[src/rtl/instr_fetch.sv]
// instr_fetch: RV32I fetch stage and IF/ID register with a one-entry skid buffer.
// Defining IF_STATIC_PREDICT_EN enables backward-branch/JAL static prediction.
module instr_fetch #(
  parameter logic [31:0] RESET_PC = 32'h0000_0000,
  parameter logic [31:0] NOP_INSN = 32'h0000_0013
) (
  input  logic        clk,
  input  logic        reset,
  input  logic        stall,
  input  logic        flush,
  input  logic [31:0] flush_target,
  output logic        imem_req,
  output logic [31:0] imem_addr,
  input  logic        imem_gnt,
  input  logic        imem_rvalid,
  input  logic [31:0] imem_rdata,
  output logic [31:0] PC_out,
  output logic [31:0] instruction_out,
  output logic        valid_out,
  output logic        pred_taken_out
);

  typedef enum logic [2:0] {S_IDLE, S_REQ, S_WAIT, S_DROP, S_SKID} state_t;

  state_t      state, state_next;
  logic [31:0] pc, inflight_pc, skid_pc, skid_insn, flush_pc;
  logic        req_q;
  logic        load_ifid;
  logic [31:0] load_pc, load_insn;
  logic        pred_hit;
  logic [31:0] pred_target;

  assign flush_pc  = flush_target & ~32'd3;
  assign imem_req  = req_q;
  assign imem_addr = pc;

  always_ff @(posedge clk or negedge reset) begin
    if (!reset) state <= S_IDLE;
    else        state <= state_next;
  end

  // A flush must still swallow any response that is already owed to us.
  always_comb begin
    state_next = state;
    if (flush) begin
      if ((state == S_WAIT || state == S_DROP) && !imem_rvalid) state_next = S_DROP;
      else if (state == S_REQ && imem_gnt)                      state_next = S_DROP;
      else                                                      state_next = S_REQ;
    end else begin
      case (state)
        S_IDLE:  state_next = S_REQ;
        S_REQ:   if (imem_gnt) state_next = S_WAIT;
        S_WAIT:  if (imem_rvalid) state_next = stall ? S_SKID : S_REQ;
        S_DROP:  if (imem_rvalid) state_next = S_REQ;
        S_SKID:  if (!stall) state_next = S_REQ;
        default: state_next = S_IDLE;
      endcase
    end
  end

  always_comb begin
    load_ifid = 1'b0;
    load_pc   = skid_pc;
    load_insn = skid_insn;
    if (!flush && !stall) begin
      if (state == S_WAIT && imem_rvalid) begin
        load_ifid = 1'b1;
        load_pc   = inflight_pc;
        load_insn = imem_rdata;
      end else if (state == S_SKID) begin
        load_ifid = 1'b1;
      end
    end
  end

`ifdef IF_STATIC_PREDICT_EN
  logic [31:0] b_imm, j_imm;

  // Backward conditional branches and all JALs are predicted taken.
  always_comb begin
    b_imm       = {{20{load_insn[31]}}, load_insn[7], load_insn[30:25], load_insn[11:8], 1'b0};
    j_imm       = {{12{load_insn[31]}}, load_insn[19:12], load_insn[20], load_insn[30:21], 1'b0};
    pred_hit    = 1'b0;
    pred_target = load_pc;
    if (load_insn[6:0] == 7'b1100011 && load_insn[31]) begin
      pred_hit    = 1'b1;
      pred_target = load_pc + b_imm;
    end else if (load_insn[6:0] == 7'b1101111) begin
      pred_hit    = 1'b1;
      pred_target = load_pc + j_imm;
    end
  end
`else
  assign pred_hit    = 1'b0;
  assign pred_target = load_pc;
`endif

  always_ff @(posedge clk or negedge reset) begin
    if (!reset) begin
      pc          <= RESET_PC;
      inflight_pc <= RESET_PC;
      req_q       <= 1'b0;
    end else begin
      req_q <= (state_next == S_REQ);
      if (flush)                   pc <= flush_pc;
      else if (load_ifid && pred_hit) pc <= pred_target;
      else if (state == S_REQ && imem_gnt) pc <= pc + 32'd4;
      if (state == S_REQ && imem_gnt) inflight_pc <= pc;
    end
  end

  always_ff @(posedge clk or negedge reset) begin
    if (!reset) begin
      skid_pc   <= RESET_PC;
      skid_insn <= NOP_INSN;
    end else if (flush) begin
      skid_insn <= NOP_INSN;
    end else if (state == S_WAIT && imem_rvalid && stall) begin
      skid_pc   <= inflight_pc;
      skid_insn <= imem_rdata;
    end
  end

  // Empty non-stall cycles insert a bubble but keep the last PC for debug.
  always_ff @(posedge clk or negedge reset) begin
    if (!reset) begin
      PC_out          <= RESET_PC;
      instruction_out <= NOP_INSN;
      valid_out       <= 1'b0;
      pred_taken_out  <= 1'b0;
    end else if (flush) begin
      PC_out          <= flush_pc;
      instruction_out <= NOP_INSN;
      valid_out       <= 1'b0;
      pred_taken_out  <= 1'b0;
    end else if (!stall) begin
      if (load_ifid) begin
        PC_out          <= load_pc;
        instruction_out <= load_insn;
        valid_out       <= 1'b1;
        pred_taken_out  <= pred_hit;
      end else begin
        instruction_out <= NOP_INSN;
        valid_out       <= 1'b0;
        pred_taken_out  <= 1'b0;
      end
    end
  end

endmodule

[config.mk]
export PLATFORM = sky130hd
export DESIGN_NAME = instr_fetch
export DESIGN_NICKNAME = d
export VERILOG_FILES = /design/src/rtl/instr_fetch.sv
export SDC_FILE = /design/constraint.sdc
export NUM_CORES = 1
export LEC_CHECK = 0
export ABC_AREA = 1
export BUFFER_PORTS_ARGS = -buffer_cell sky130_fd_sc_hd__clkbuf_2
export CAP_MARGIN = 20
export CORE_MARGIN = 5
export CORE_UTILIZATION = 60
export CTS_CLUSTER_DIAMETER = 30
export DETAILED_ROUTE_END_ITERATION = 16
export PLACE_DENSITY_LB_ADDON = 0.15
export SLEW_MARGIN = 20
export SYNTH_ARGS = -nofsm -noshare
export SYNTH_HDL_FRONTEND = slang
export SYNTH_SLANG_ARGS = --single-unit
export TNS_END_PERCENT = 5
[constraint.sdc]
create_clock -name clk -period 3.73 [get_ports clk]
set_input_delay 0.1865 -clock clk [delete_from_list [all_inputs] [get_ports clk]]
set_output_delay 0.1865 -clock clk [all_outputs]
set_load 0.02 [all_outputs]
==> run_results.csv <==
group,metric,value,unit
clock_tree,cts_max_path_buffers,2,
grt,grt_overflow,0,
grt,grt_max_degree,91,
clock_tree,cts_tree,"done",
synth,synth_top_cell_area_share,48.44,%
routing,firstDrtPassIters,9,
power,ir_drop,0.3595,mV
synth,netlist_instances,1276,
synth,ys_seq_area_share,50.10,%
clock_tree,root_buffer,"clkbuf_16",
clock_tree,clk_transition_reported_paths,70,ps
clock_tree,htree_num_levels,4,
routing,wl,24960,um
setup_path,cp_num_buf_inv,2,
placed_design,place.port_buffers,163,
routing,initialDrtViolationCount,683,
routing,viasPerCell,5.316,
synth,synth_edf_count,0,
sta,worst_slack,1493,ps
power,intPower,3.934,mW
sta,min_period,2237,ps
sta,clock-skew-final,12.51,ps
flow_run,drv_cap,0,
synth,synth_seq_cells,190,
placed_design,hpwl,16580,um
sta,fmax,0.4470,GHz
grt,first_global_vias,8024,
synth,postSynth.asyncResetShare,100.0,%
placed_design,place_area,10410,um2
floorplanning,io_pins,169,
grt,antenna_found_initial,0,
grt,grt_pass1_wl,40700,um
synth,netlist.top_cell.by_area,"dfrtp_1",
synth,yosysWarnings,0,
setup_path,crit_fanout,64,
floorplanning,rows,46,
power,power,5.830,mW
power,p_switching,1.895,mW
floorplanning,die_height,135.9,um
cells_and_area,syn_to_final_growth,17.28,%
placed_design,place_inst,1604,
setup_path,end_kind,"register",
synth,synth_cell_types,32,
synth,syn-cell-area,9505,um2
sta,fin_crit_sh,59.98,%
floorplanning,dieWidth,135.9,um
setup_path,worstSetupStartpointType,"register",
routing,antenna_left,0,
floorplanning,start_util,60.50,%
worst_hold_path,hp-class,"in -> reg",
clock_tree,cts_setup_buffers,0,
power,sequentialPowerShare,45.9,%
synth,ys.flop_type,"dfrtp_1",
setup_path,crit_arrival,2570,ps
power,cellLeakagePower,5.917,nW
cells_and_area,final_cells,1648,
setup_path,crit_slowest_cell,"nor2_8",
grt,track_usage,27.80,%
placed_design,dp_slack,1314,ps
floorplanning,die_area,18460,um2
clock_tree,cts_buffers,17,
routing,drc,0,
clock_tree,clock_latency,440,ps
setup_path,crit_required,4060,ps
clock_tree,cts_sinks,190,
synth,synth.area.top_cells,"dfrtp_1 48%, nand2_1 18%, nand3_1 8.0%",
cells_and_area,post-route-cell-area,11150,um2
setup_path,cp_top_family,"simple AND/OR/NAND/NOR gates",
cells_and_area,drive_gt1_share,17.04,%
setup_path,crit_start,"state[1]",
power,clkPwrFrac,33.0,%
worst_hold_path,hold_start,"imem_rdata[25]",
setup_path,max_stage_delay,620,ps
run_status,status,"completed",
sta,finalSetupViolCount,0,
setup_path,rrSetupSlack,1490,ps
power,swShare,32.51,%
routing,wl_per_cell,15.15,um
sta,hold_viol,0,
cells_and_area,nets,1490,
power,pwr_density_cell,522.9,nW/um2
setup_path,path_cells,"inv_1 > nor2_2 > nand3_2 > nor2_8 > inv_2 > o21ai_0",
setup_path,timing.rr.start,"state[1]",
cells_and_area,n_antenna_cell,0,
floorplanning,core-area,15710,um2
sta,finalMaxSlewViolations,0,
routing,vias,8760,
placed_design,place.gp.congestion,0.9555,
power,comb_power_share,21.1,%
sta,rsz0062_at_grt,"false",
sta,tightest_slew,1128,ps
sta,fin_tns_setup,0,ps
sta,hold-worst-slack,12.26,ps
synth,syn_area_per_cell,7.449,um2
sta,slew-limit-headroom,24.75,%
setup_path,crit_type,"reg -> reg",
cells_and_area,fin_util,70.95,%
-- cells in the mapped netlist (3+ instances only) --
cell	n
nor2_1	63
buf_2	28
nand3_1	152
dfrtp_1	184
a21oi_1	7
nor3_1	3
nand2_1	446
buf_1	7
o21ai_1	7
buf_4	8
o21ai_2	10
dfstp_2	6
buf_6	3
xor2_1	4
nand2_2	3
inv_2	4
clkbuf_1	22
inv_1	156
nand3b_1	6
o21ai_0	134
o211ai_1	6
nor2_2	4
-- worst paths after layout --
check                                       to  cells after the start
max                              skid_insn[10]                      6
min                              skid_insn[25]                      3
max reg2reg                      skid_insn[10]                      6
min reg2reg                instruction_out[16]                      2
max in group asynchronous         skid_insn[1]                      3
min in group asynchronous  instruction_out[13]                      2
-- what timing repair did --
| action | 4_1_cts | 5_1_grt |
|---|---|---|
| resized for setup | 0 | 0 |
| hold buffers | 12 | 0 |
| endpoints found under the hold margin | 98 | 0 |
-- cell type report --
class / count / area, um2
Clock buffer: 18 / 439.2
Clock inverter: 14 / 180.2
Fill cell: 1379 / 4564
Inverter: 160 / 600.6
Multi-Input combinational cell: 860 / 3814
Sequential cell: 190 / 4762
Tap cell: 216 / 270.3
Timing Repair Buffer: 190 / 1082
-- sequential cells by signal (all words and copies together) (netlist names) --
name,flops
instruction_out,32
valid_out,1
imem_addr,30
skid_insn,32
state,3
imem_req,1
inflight_pc,30
PC_out,31
skid_pc,30
-- worst register-to-register path: stages (launching register included) --
cell and delay [ps]:
dfrtp_1 390, inv_1 80, nor2_2 120, nand3_2 160
nor2_8 620, inv_2 450, o21ai_0 320
-- kinds of logic after synthesis --
group / Yosys count / share of synthesized area [%]
XOR/XNOR: 4 / 0.3685
AO/OA/AOI/OAI: 168 / 9.504
buffers and inverters: 228 / 9.925
adder cells (fa/ha/maj): 1 / 0.1316
flip-flops: 190 / 50.10
AND/OR/NAND/NOR: 684 / 29.93
other: 1 / 0.03945
-- power by group through the flow --
stage / clock [mW] / combinational [mW] / sequential (mW)
finish: 1.92 / 1.23 / 2.68
floorplan: 0 / 0.707 / 2.78
global route: 2.04 / 1.40 / 2.72
CTS: 1.94 / 1.23 / 2.68
detailed placement: 0 / 1.21 / 2.71
global placement: 0 / 1.18 / 2.69
-- layout by cell type (no fill, tap or decap), types with 6 or more instances in the layout --
master / synthesis / routed
nand3b_1: 6 / 6
clkbuf_2: 0 / 162
inv_6: 0 / 6
buf_4: 8 / 13
inv_1: 156 / 155
o21ai_1: 7 / 7
o211ai_1: 6 / 6
dfstp_2: 6 / 6
o21ai_0: 134 / 134
nor2_1: 63 / 63
nand3_1: 152 / 152
clkbuf_16: 0 / 17
a21oi_1: 7 / 6
nand2_1: 446 / 445
o21ai_2: 10 / 10
dlygate4sd3_1: 0 / 12
dfrtp_1: 184 / 184
-- layer usage --
metal  wire length, um  up-vias  track usage, %
met2             11130      378           42.04
li1                  -     4283               -
met4               445        0           8.511
met5                 0        -               0
met3              1935       43           4.515
met1             11450     4056           41.58
(Power assumes the default switching activity.)
